<file path="config.mk">
export PLATFORM = sky130hd
export DESIGN_NAME = ps2_host_tx
export DESIGN_NICKNAME = d
export VERILOG_FILES = /design/src/rtl/ps2_pkg.sv /design/src/rtl/ps2_sync_edge.sv /design/src/rtl/ps2_host_tx.sv
export SDC_FILE = /design/constraint.sdc
export NUM_CORES = 1
export LEC_CHECK = 0
export CAP_MARGIN = 20
export CORE_MARGIN = 1.5
export CORE_UTILIZATION = 40
export DETAILED_ROUTE_END_ITERATION = 12
export MAX_ROUTING_LAYER = met4
export PLACE_DENSITY = 0.62
export SETUP_SLACK_MARGIN = 0.15
export SYNTH_ARGS = -nofsm -noshare
export SYNTH_HDL_FRONTEND = slang
export SYNTH_SLANG_ARGS = --single-unit
</file>
<file path="constraint.sdc">
create_clock -name CLOCK_50 -period 3.25 [get_ports CLOCK_50]
set_input_delay 0.8125 -clock CLOCK_50 [delete_from_list [all_inputs] [get_ports CLOCK_50]]
set_output_delay 0.8125 -clock CLOCK_50 [all_outputs]
set_load 0.005 [all_outputs]
</file>
<file path="src/rtl/ps2_pkg.sv">
`timescale 1ns/1ps
`default_nettype none
// +------------------------------------------------------------------+
// | ps2_pkg : shared PS/2 timing constants, command codes, TX states |
// | Rev 1.0                                                          |
// +------------------------------------------------------------------+
package ps2_pkg;

    // Timing at a 50 MHz system clock
    localparam int unsigned PS2_INHIBIT_CYCLES = 5_000;    // 100 us
    localparam int unsigned PS2_SETUP_CYCLES   = 50;       // 1 us
    localparam int unsigned PS2_START_TIMEOUT  = 750_000;  // 15 ms
    localparam int unsigned PS2_PACKET_TIMEOUT = 100_000;  // 2 ms
    localparam int unsigned PS2_TIMER_W        = 20;

    localparam logic [7:0] PS2_CMD_SET_LEDS = 8'hED;
    localparam logic [7:0] PS2_CMD_RESET    = 8'hFF;
    localparam logic [7:0] PS2_CMD_ENABLE   = 8'hF4;

    typedef enum logic [3:0] {
        ST_IDLE       = 4'd0,
        ST_INHIBIT    = 4'd1,
        ST_REQ        = 4'd2,
        ST_WAIT_START = 4'd3,
        ST_SHIFT      = 4'd4,
        ST_WAIT_ACK   = 4'd5,
        ST_WAIT_IDLE  = 4'd6,
        ST_DONE       = 4'd7,
        ST_ERR        = 4'd8
    } ps2_tx_state_t;

    // Frame bits after the start bit, LSB first: data, odd parity, stop
    function automatic logic [9:0] ps2_tx_frame(input logic [7:0] data);
        return {1'b1, ~^data, data};
    endfunction

endpackage
`default_nettype wire

</file>
<file path="src/rtl/ps2_sync_edge.sv">
`timescale 1ns/1ps
`default_nettype none
// +------------------------------------------------------------------+
// | ps2_sync_edge : 2-flop pin synchronizer with falling-edge detect |
// | Rev 1.0                                                          |
// +------------------------------------------------------------------+
module ps2_sync_edge (
    input  logic clk,
    input  logic rst,
    input  logic i_pin,
    output logic o_sync,
    output logic o_fall
);

    logic r_meta;
    logic r_sync;
    logic r_prev;

    // Idle PS/2 lines float high, so reset to 1 to avoid a false edge
    always_ff @(posedge clk) begin
        if (rst) begin
            r_meta <= 1'b1;
            r_sync <= 1'b1;
            r_prev <= 1'b1;
        end else begin
            r_meta <= i_pin;
            r_sync <= r_meta;
            r_prev <= r_sync;
        end
    end

    assign o_sync = r_sync;
    assign o_fall = r_prev & ~r_sync;

endmodule
`default_nettype wire

</file>
<file path="src/rtl/ps2_host_tx.sv">
`timescale 1ns/1ps
`default_nettype none
// +------------------------------------------------------------------+
// | ps2_host_tx : PS/2 host-to-device command byte transmitter       |
// | Rev 1.0                                                          |
// +------------------------------------------------------------------+
module ps2_host_tx
    import ps2_pkg::*;
#(
    parameter int unsigned INHIBIT_CYCLES = PS2_INHIBIT_CYCLES,
    parameter int unsigned SETUP_CYCLES   = PS2_SETUP_CYCLES,
    parameter int unsigned START_TIMEOUT  = PS2_START_TIMEOUT,
    parameter int unsigned PACKET_TIMEOUT = PS2_PACKET_TIMEOUT
) (
    input  logic       CLOCK_50,
    input  logic       reset,
    input  logic [7:0] tx_data,
    input  logic       tx_valid,
    output logic       tx_ready,
    input  logic       ps2_clk_in,
    input  logic       ps2_dat_in,
    output logic       ps2_clk_pull,
    output logic       ps2_dat_pull,
    output logic       busy,
    output logic       tx_done,
    output logic       tx_error
);

    localparam int TW = PS2_TIMER_W;
    localparam logic [TW-1:0] c_inhibit_last = TW'(INHIBIT_CYCLES - 1);
    localparam logic [TW-1:0] c_setup_last   = TW'(SETUP_CYCLES - 1);
    localparam logic [TW-1:0] c_start_last   = TW'(START_TIMEOUT - 1);
    localparam logic [TW-1:0] c_packet_last  = TW'(PACKET_TIMEOUT - 1);

    ps2_tx_state_t r_state;
    ps2_tx_state_t w_state_nxt;
    logic [9:0]    r_shift;
    logic [9:0]    w_shift_nxt;
    logic [3:0]    r_bit_cnt;
    logic [3:0]    w_bit_cnt_nxt;
    logic [TW-1:0] r_timer;
    logic          r_dat_pull;
    logic          w_dat_pull_nxt;
    logic          w_timer_clr;
    logic          w_pkt_cur;
    logic          w_pkt_nxt;
    logic          w_clk_sync;
    logic          w_clk_fall;
    logic          w_dat_sync;
    logic          w_dat_fall_unused;

    ps2_sync_edge u_clk_sync (
        .clk    (CLOCK_50),
        .rst    (reset),
        .i_pin  (ps2_clk_in),
        .o_sync (w_clk_sync),
        .o_fall (w_clk_fall)
    );

    ps2_sync_edge u_dat_sync (
        .clk    (CLOCK_50),
        .rst    (reset),
        .i_pin  (ps2_dat_in),
        .o_sync (w_dat_sync),
        .o_fall (w_dat_fall_unused)
    );

    always_comb begin
        w_state_nxt    = r_state;
        w_shift_nxt    = r_shift;
        w_bit_cnt_nxt  = r_bit_cnt;
        w_dat_pull_nxt = r_dat_pull;

        case (r_state)
            ST_IDLE: begin
                if (tx_valid) begin
                    w_shift_nxt = ps2_tx_frame(tx_data);
                    w_state_nxt = ST_INHIBIT;
                end
            end
            ST_INHIBIT: begin
                if (r_timer >= c_inhibit_last) begin
                    w_state_nxt    = ST_REQ;
                    w_dat_pull_nxt = 1'b1;  // start bit
                end
            end
            ST_REQ: begin
                if (r_timer >= c_setup_last) begin
                    w_state_nxt = ST_WAIT_START;
                end
            end
            ST_WAIT_START: begin
                if (r_timer >= c_start_last) begin
                    w_state_nxt = ST_ERR;
                end else if (w_clk_fall) begin
                    w_dat_pull_nxt = ~r_shift[0];
                    w_shift_nxt    = {1'b1, r_shift[9:1]};
                    w_bit_cnt_nxt  = 4'd1;
                    w_state_nxt    = ST_SHIFT;
                end
            end
            ST_SHIFT: begin
                // Timeout outranks a coincident clock fall
                if (r_timer >= c_packet_last) begin
                    w_state_nxt = ST_ERR;
                end else if (w_clk_fall) begin
                    w_dat_pull_nxt = ~r_shift[0];
                    w_shift_nxt    = {1'b1, r_shift[9:1]};
                    w_bit_cnt_nxt  = r_bit_cnt + 4'd1;
                    if (r_bit_cnt == 4'd9) begin
                        w_state_nxt = ST_WAIT_ACK;
                    end
                end
            end
            ST_WAIT_ACK: begin
                if (r_timer >= c_packet_last) begin
                    w_state_nxt = ST_ERR;
                end else if (w_clk_fall) begin
                    w_state_nxt = w_dat_sync ? ST_ERR : ST_WAIT_IDLE;
                end
            end
            ST_WAIT_IDLE: begin
                if (r_timer >= c_packet_last) begin
                    w_state_nxt = ST_ERR;
                end else if (w_clk_sync && w_dat_sync) begin
                    w_state_nxt = ST_DONE;
                end
            end
            ST_DONE:  w_state_nxt = ST_IDLE;
            ST_ERR:   w_state_nxt = ST_IDLE;
            default:  w_state_nxt = ST_IDLE;
        endcase

        if (w_state_nxt == ST_ERR || w_state_nxt == ST_IDLE) begin
            w_dat_pull_nxt = 1'b0;
        end
    end

    // One packet timer runs from the first fall through ack and line idle
    assign w_pkt_cur = (r_state == ST_SHIFT) || (r_state == ST_WAIT_ACK) ||
                       (r_state == ST_WAIT_IDLE);
    assign w_pkt_nxt = (w_state_nxt == ST_SHIFT) || (w_state_nxt == ST_WAIT_ACK) ||
                       (w_state_nxt == ST_WAIT_IDLE);
    assign w_timer_clr = (w_state_nxt != r_state) && !(w_pkt_cur && w_pkt_nxt);

    always_ff @(posedge CLOCK_50) begin
        if (reset) begin
            r_state    <= ST_IDLE;
            r_shift    <= '0;
            r_bit_cnt  <= '0;
            r_dat_pull <= 1'b0;
            r_timer    <= '0;
        end else begin
            r_state    <= w_state_nxt;
            r_shift    <= w_shift_nxt;
            r_bit_cnt  <= w_bit_cnt_nxt;
            r_dat_pull <= w_dat_pull_nxt;
            if (w_timer_clr) begin
                r_timer <= '0;
            end else if (r_timer != '1) begin
                r_timer <= r_timer + 1'b1;
            end
        end
    end

    assign tx_ready     = (r_state == ST_IDLE);
    assign busy         = (r_state != ST_IDLE);
    assign ps2_clk_pull = (r_state == ST_INHIBIT) || (r_state == ST_REQ);
    assign ps2_dat_pull = r_dat_pull;
    assign tx_done      = (r_state == ST_DONE);
    assign tx_error     = (r_state == ST_ERR);

endmodule
`default_nettype wire

</file>
* Word level (Yosys, flattened, before mapping) *
Index checks and enable logic that the tools add are counted.

storage, ports and cells
  bits of input ports = 13
  bits in registers = 44
  memories = 0
  output and inout bits = 6
  latch bits = 0
  memory bits (read-only) = 0
  RAM bits = 0
  logic and storage cells = 91

operators by class
  shift operators = 0
  $lt $le $gt $ge = 4
  div/mod/pow operators = 0
  equality and inequality tests = 21
  mux-type cells = 29
  reduce and logical (&&, ||, !) cells = 22
  $mul = 0
  bitwise operators = 3
  $add $sub $neg = 2

operators with widths
  operator                                                             number
  2-to-1 mux 4 bit                                                     17
  2-to-1 mux 10 bit                                                    4
  case mux 10 bit (3 select lines)                                     1
  == test 4 x 3 -> 1 bit, second input constant                        7
  case mux 4 bit (7 select lines)                                      1
  adder 20 x 1 -> 20 bit, second input constant                        1
  greater-or-equal comparator 20 x 13 -> 1 bit, second input constant  1
  greater-or-equal comparator 20 x 17 -> 1 bit, second input constant  1
  greater-or-equal comparator 20 bit, second input constant            1
  greater-or-equal comparator 20 x 6 -> 1 bit, second input constant   1
  inequality test 20 bit, second input constant                        1
  == test 4 bit, second input constant                                 3
  == test 4 x 2 -> 1 bit, second input constant                        2
  zero test 4 bit                                                      2
  inequality test 2 bit, second input constant                         4
  case mux 4 bit (2 select lines)                                      1
  AND reduction 4 bit                                                  2
  XNOR reduction 8 bit                                                 1
  logical OR 1 bit                                                     6
  nonzero test 3 bit                                                   2
  AND reduction 5 bit                                                  1
  adder 4 x 1 -> 4 bit, second input constant                          1
  == test 4 x 1 -> 1 bit, second input constant                        1
  2-to-1 mux 1 bit                                                     4
  10 further kinds                                                     15

* Logic depth before layout (Yosys ltp) *
Gate-level depths: netlist of run 1.

  word-level depth = 12
  mapped depth = 10
  mapped depth without buffers = 9

* Hierarchy *
A second synthesis of run 1 with hierarchy kept.

second synthesis, totals
  cell total of the unflattened synthesis = 309
  area total of the unflattened synthesis = 2,541.2 um^2

modules (own cells, without submodules)
  module         instances  area each (um^2)  cells each  seq. area each (um^2)
  ps2_host_tx    1          2,371.0           295         780.7
  ps2_sync_edge  2          85.1              7           60.1

* Least setup slack after synthesis of run 1 *
Ideal clock, no wire load.

  kind = register to register
  start = register r_timer[9]
  end = register r_timer[15]
  path buffers = 2
  stages on the path, launching flop included = 10
  path slack = 0.937 ns
  clock period less this slack = 2.313 ns
  arrival time = 2.222 ns
  library setup time = 0.091 ns
  required time = 3.159 ns
  cell sequence = dfxtp_1 buf_6 or3_1 or3_1 o211ai_2 o211ai_1 a2111oi_2 a31oi_1 buf_2 a311oi_1

between the ends
  cells in the longest elaborated chain, start to end = 10
  elaborated cells between the ends (all ways) = 23
  classes of those cells = 1 x add/sub; 4 x order compare; 5 x eq/ne; 7 x mux; 6 x reduce/logical

ends and longest elaborated chain
  item                                                                  RTL line                                                    source
  start: declaration                                                    ps2_host_tx.sv:41                                           logic [TW-1:0] r_timer;
  start signal: assignment                                              ps2_host_tx.sv:161                                          r_timer <= r_timer + 1'b1;
  greater-or-equal comparator 20 x 17 -> 1 bit (tied with other cells)  ps2_host_tx.sv:104, ps2_host_tx.sv:116, ps2_host_tx.sv:123
  2-to-1 mux 4 bit (tied with other cells)                              ps2_host_tx.sv:123                                          if (r_timer >= c_packet_last) begin
  case mux 4 bit (7 select lines)                                       ps2_host_tx.sv:74                                           case (r_state)
  == test 4 x 3 -> 1 bit                                                ps2_host_tx.sv:142                                          assign w_pkt_nxt = (w_state_nxt == ST_SHIFT) || (w_state_nxt == ST_WAIT_ACK) ||
  logical OR 1 bit (2 in a row)                                         ps2_host_tx.sv:142
  logical AND 1 bit                                                     ps2_host_tx.sv:144                                          assign w_timer_clr = (w_state_nxt != r_state) && !(w_pkt_cur && w_pkt_nxt);
  zero test 1 bit                                                       ps2_host_tx.sv:144
  logical AND 1 bit                                                     ps2_host_tx.sv:144
  OR reduction 2 bit (no source line)                                   -

Parallel ways exist; a longest one is shown, timed or not.
A chain may end at the register's enable or synchronous reset.

* Final worst setup path of run 1 *
  start = register r_state[1]
  end = output tx_ready

between the ends
  cells in the longest elaborated chain, start to end = 1

ends and longest elaborated chain
  item                      RTL line            source
  start: declaration        ps2_host_tx.sv:35   ps2_tx_state_t r_state;
  start signal: assignment  ps2_host_tx.sv:154  r_state <= w_state_nxt;
  zero test 4 bit           ps2_host_tx.sv:166  assign tx_ready = (r_state == ST_IDLE);
  end: declaration          ps2_host_tx.sv:19   output logic tx_ready,

Every way passes these cells.

==> flow_metrics.env, run 1 <==
export IMPL_outcome="finished, final reports clean"
export IMPL_finalCriticalPeriod_ns=2.793
export IMPL_syn_cell_area_um2=2561
export IMPL_cts_buffers=5
export IMPL_drv_slew=0
export IMPL_vias=2234
export IMPL_core_um2=6061
export IMPL_async_flop_share=0
export IMPL_cts_setup_buffers=0
export IMPL_yosys_area_share_simple=0.2990
export IMPL_h_tree_depth=2
export IMPL_grt_first_pass_wirelength_um=9942
export IMPL_grtUsageTotal=0.1749
export IMPL_setup_viol=0
export IMPL_grt_overflow=0
export IMPL_critPathLaunch="r_state[1]"
export IMPL_leakagePower_nw=0.9795
export IMPL_clock_sinks=44
export IMPL_grt_max_degree=24
export IMPL_synth_cell_types=53
export IMPL_area_growth_pct=12.31
export IMPL_crit_path_end_kind="output pin"
export IMPL_fillers=628
export IMPL_gp_congestion=0.9299
export IMPL_crit_fanout=13
export IMPL_clockBufferDepth=2
export IMPL_drc=0
export IMPL_clkTransAtPathRegs_ns=0.10
export IMPL_hold_viol=0
export IMPL_period_share=0.8594
export IMPL_synth_top_family_by_area="simple AND/OR/NAND/NOR gates"
export IMPL_slew_headroom=0.5854
export IMPL_wl_per_cell_um=13.81
export IMPL_synthMuxAreaShare=0.03517
export IMPL_syn_instance_count=316
export IMPL_required_ns=2.44
export IMPL_synth_edf_count=0
export IMPL_final_layout_size_suffix_gt1_frac=0.08589
export IMPL_row_count=28
export IMPL_antenna_cells=0
export IMPL_synth_fa_ha_area_frac=0.02443
export IMPL_holdBufCountCts=0
export IMPL_cp_arrival_ns=1.98
export IMPL_antenna_found_initial=0
export IMPL_cts_root_buf="clkbuf_8"
export IMPL_syn_avg_cell_area_um2=8.105
export IMPL_synth_area_leader_cell="dfxtp_1"
export IMPL_synth_seq_cells=44
export IMPL_hp_class="flip-flop to flip-flop"
export IMPL_multi_input_area_um2=1555
export IMPL_rsz0062_at_grt="false"
export IMPL_seq_area_frac_synth=0.3439
export IMPL_ant_nets=0
export IMPL_synthFlopType="dfxtp_1"
export IMPL_pwr_density_cell_nw_per_um2=371.4
export IMPL_path_class="flip-flop to output pin"
export IMPL_drt_vias_per_instance=5.571
export IMPL_grt_pass1_vias=2108
export IMPL_synth_xor_area_share=0.07865
export IMPL_worst_ir_drop_vdd_v=0.0001758
export IMPL_tritoncts="built"
export IMPL_fmax_ghz=0.3580
export IMPL_final_nets=343
export IMPL_dieWidth_um=83.02
export IMPL_seqCellArea_um2=880.8
export IMPL_start_kind="flip-flop"
export IMPL_ctsResizeCount=0
export IMPL_clock_skew_ns=0.006638
export IMPL_final_util=0.4746
export IMPL_fin_tns_setup_ns=0
export IMPL_drt_initial_drc_count=163
export IMPL_synth_fp_nets=334
export IMPL_synthTopCellsByArea="dfxtp_1, nor2_1, xnor2_1"
export IMPL_io_pins=19
export IMPL_post_dp_hpwl_um=4023
export IMPL_synth_top_area_share=0.3439
export IMPL_clk_latency_ns=0.31
export IMPL_cap_violations=0
export IMPL_yosys_warnings=0
export IMPL_synth_compound_area_share=0.1700
export IMPL_portBuffers=18
export IMPL_die_area_um2=6892
export IMPL_start_util=0.4226
export IMPL_drt_pass1_iterations=4
export IMPL_min_from="u_dat_sync.r_meta"
export IMPL_wl_um=5539
export IMPL_tightest_slew_ns=0.6162
export IMPL_timing_rr_start="r_timer[0]"
export IMPL_dieHeight_um=83.02
-- path summary, 6_finish.rpt --
kind,slack (ns),end,cells after the start
max reg2reg,0.62,r_shift[8],7
max,0.46,tx_ready,2
min,0.42,u_dat_sync.o_sync,1
min reg2reg,0.42,u_dat_sync.o_sync,1
-- cell type report --
class,count,share of cell area
repair buffers,23,0.07569
inverters,9,0.01174
clock inverters,3,0.009134
clock buffers,5,0.02392
multi-input cells,242,0.5407
flip-flops and latches,44,0.3062
well taps,75,0.03262
-- through the flow --
stage	setup WS (ns)	cells	area, um^2	total power [mW]	hold slack, ns
CTS	0.4013	401	2877	1.085	0.4224
finish	0.4569	401	2877	1.068	0.4207
detailed placement	0.5356	393	2781	0.7117	0.3964
global route	0.2243	401	2877	1.122	0.4435
floorplan	0.9369	316	2561	0.6655	0.3895
global placement	0.5288	393	2781	0.7097	0.3903
-- per-layer routing --
layer | track usage | up-vias | part of all wire
li1 | - | 1152 | -
met2 | 0.2594 | 40 | 0.44
met5 | - | - | 0
met4 | 0.04545 | 0 | 0.012
met1 | 0.2443 | 1035 | 0.51
met3 | 0.03380 | 7 | 0.037
-- critical path, cell delays in order, from the launching register on --
cell and delay (ns):
dfxtp_1 0.45, nor4_1 0.61, clkdlybuf4s50_1 0.61
-- power by group --
| group | switching [mW] | total (mW) | internal [mW] |
|---|---|---|---|
| combinational | 0.0610 | 0.124 | 0.0632 |
| sequential | 0.0160 | 0.574 | 0.558 |
| clock | 0.212 | 0.370 | 0.158 |
| total | 0.289 | 1.07 | 0.779 |
-- state kept, by name (all words and copies together) (netlist names) --
name and count:
r_timer 20, r_shift 10, r_bit_cnt 4, r_state 4
ps2_dat_pull 1, u_clk_sync.o_sync 1, u_clk_sync.r_meta 1, u_clk_sync.r_prev 1
u_dat_sync.o_sync 1, u_dat_sync.r_meta 1
-- cell usage in the layout (no fill, tap or decap), types with 5 or more instances in the layout --
| cell type | synthesis | layout |
|---|---|---|
| clkdlybuf4s50_1 | 0 | 18 |
| nand2_1 | 19 | 19 |
| nand2b_1 | 5 | 5 |
| or3_1 | 5 | 5 |
| clkbuf_8 | 0 | 5 |
| a211oi_1 | 11 | 11 |
| inv_1 | 9 | 9 |
| nor4_1 | 9 | 9 |
| xnor2_1 | 19 | 19 |
| or2_2 | 9 | 9 |
| mux2i_1 | 9 | 9 |
| a21oi_1 | 16 | 16 |
| dfxtp_1 | 44 | 44 |
| nand3_1 | 13 | 13 |
| ha_1 | 5 | 5 |
| nor3_1 | 10 | 10 |
| nand4_1 | 7 | 7 |
| nor2_1 | 45 | 45 |
| buf_4 | 0 | 5 |
-- logic make-up after synthesis --
kind of cell | count (synthesis)
AO/OA/AOI/OAI | 60
XOR/XNOR | 23
adder cells (fa/ha/maj) | 5
buffers and inverters | 30
flip-flops | 44
multiplexers | 9
AND/OR/NAND/NOR | 145
-- cells in the mapped netlist (all sizes together), types with 3 or more instances --
cell    number
nand3b       3
dfxtp       44
nand4        7
mux2i        9
nor4         9
xor2         4
nand3       13
clkbuf      16
nor2b        4
or3          5
nand2       19
o211ai       6
a21o         3
nor3        10
nor2        45
nor4b        4
xnor2       19
a21oi       16
nand2b       5
or2          9
buf          5
inv          9
a211oi      11
and3         3
a311oi       4
o21ai        3
ha           5
(Power assumes the default switching activity.)
==> run 2: changes to the inputs <==
Settings changed: ABC_CLOCK_PERIOD_IN_PS from default to 3250.
==> results of run 2 <==
No change in the layout: final DEF, timing and power equal those of run 1.
==> run 3: changes to the inputs <==
Settings changed: HOLD_SLACK_MARGIN from default to 0.08.
==> results of run 3 <==
No change in the layout: final DEF, timing and power equal those of run 1.
==> RTL change: new RTL, settings of run 1 <==
Set the package constant `PS2_TIMER_W` to 10 (it was 20).
--- a/src/rtl/ps2_pkg.sv
+++ b/src/rtl/ps2_pkg.sv
@@ -11,7 +11,7 @@
     localparam int unsigned PS2_SETUP_CYCLES   = 50;       // 1 us
     localparam int unsigned PS2_START_TIMEOUT  = 750_000;  // 15 ms
     localparam int unsigned PS2_PACKET_TIMEOUT = 100_000;  // 2 ms
-    localparam int unsigned PS2_TIMER_W        = 20;
+    localparam int unsigned PS2_TIMER_W        = 10;
 
     localparam logic [7:0] PS2_CMD_SET_LEDS = 8'hED;
     localparam logic [7:0] PS2_CMD_RESET    = 8'hFF;
Function: same outputs for any inputs over 10 cycles, from zero or initial values and one cycle with reset high; that may be too few to reach the edited logic, so the function may still have changed.
==> RTL change against run 1 <==
Sequential cell count fell by 10; design area fell by 20%; clock skew fell by 3.9 ps; final cell count fell by 19%; largest power group unchanged; worst setup slack improved by 120 ps; via count fell by 22%; count of clock-buffer cells in the layout rose by 2; routed wire length fell by 24%; largest cell class unchanged; power fell by 18%; synthesized area fell by 22%; highest routed layer unchanged.
==> RTL change: results <==
INSERT INTO impl_metrics (metric_group, metric, value, unit) VALUES
('placed_design', 'gp_congestion', '0.8645', ''),
('routing', 'vias', '1744', ''),
('global_routing', 'met1_usage', '24.68', '%'),
('routing', 'route.detailed.vias_per_inst', '5.399', ''),
('min_path', 'hold_end', 'u_clk_sync.o_sync', ''),
('global_routing', 'gr-usage-met2', '24.92', '%'),
('global_routing', 'grtUsageMet3', '3.292', '%'),
('yosys', 'post_synth_most_frequent_cells', 'dfxtp_1 (34), nor2_1 (30), a21oi_1 (19)', ''),
('yosys', 'synth_cells', '242', ''),
('routing', 'initialDrtViolationCount', '103', ''),
('global_routing', 'global_route_wire_length_before_repair', '7238', 'um'),
('timing', 'clk_skew', '2.754', 'ps'),
('yosys', 'synth-compound-area-share', '23.52', '%'),
('min_path', 'hold_path_start', 'u_clk_sync.r_meta', ''),
('placed_design', 'detailed_placer_s_ending_hpwl', '3035', 'um'),
('timing', 'max_freq', '373.8', 'MHz'),
('worst_setup_path', 'slowest_delay', '560', 'ps'),
('status', 'run_status', 'finished clean', ''),
('final_layout', 'layout.nets', '273', ''),
('global_routing', 'global_route_usage_over_all_layers', '17.73', '%'),
('yosys', 'yosysUniqueCellTypes', '57', ''),
('worst_setup_path', 'startpoint', 'r_state[3]', ''),
('timing', 'relSlewSlack', '53.19', '%'),
('routing', 'detailed_route_wire_length_per_cell', '13.00', 'um'),
('yosys', 'synth.net_count', '260', ''),
('placed_design', 'dp_worst_setup_slack', '688.4', 'ps');
==> RTL change: metrics by stage <==
stage / hold WS (ps) / power [mW]
floorplan: 389.5 / 0.5288
global placement: 404.2 / 0.5706
detailed placement: 402.2 / 0.5714
CTS: 418.1 / 0.8887
global route: 431.8 / 0.9219
finish: 419.3 / 0.8731
==> RTL change: report_power, final <==
part           leakage (nW)  total [mW]  switching (mW)  internal [mW]
logic                 0.431       0.112          0.0539         0.0583
clock network        0.0482       0.312           0.141          0.171
registers             0.278       0.449          0.0143          0.435
==> RTL change: metal layers <==
metal  wire (um)  part of all wire (%)  vias up
met5           0                     0        -
met1        2192                    52      798
met3         152                   3.6        7
li1            -                     -      908
met4          79                   1.9        0
met2        1773                    42       31
==> RTL change: layout make-up <==
class | count | area [sq um]
flip-flops and latches | 34 | 680.7
clock inverters | 1 | 5.005
inverters | 8 | 30.03
clock buffers | 7 | 86.33
multi-input cells | 185 | 1216
repair buffers | 21 | 202.7
well taps | 67 | 83.83
fillers | 483 | 2450
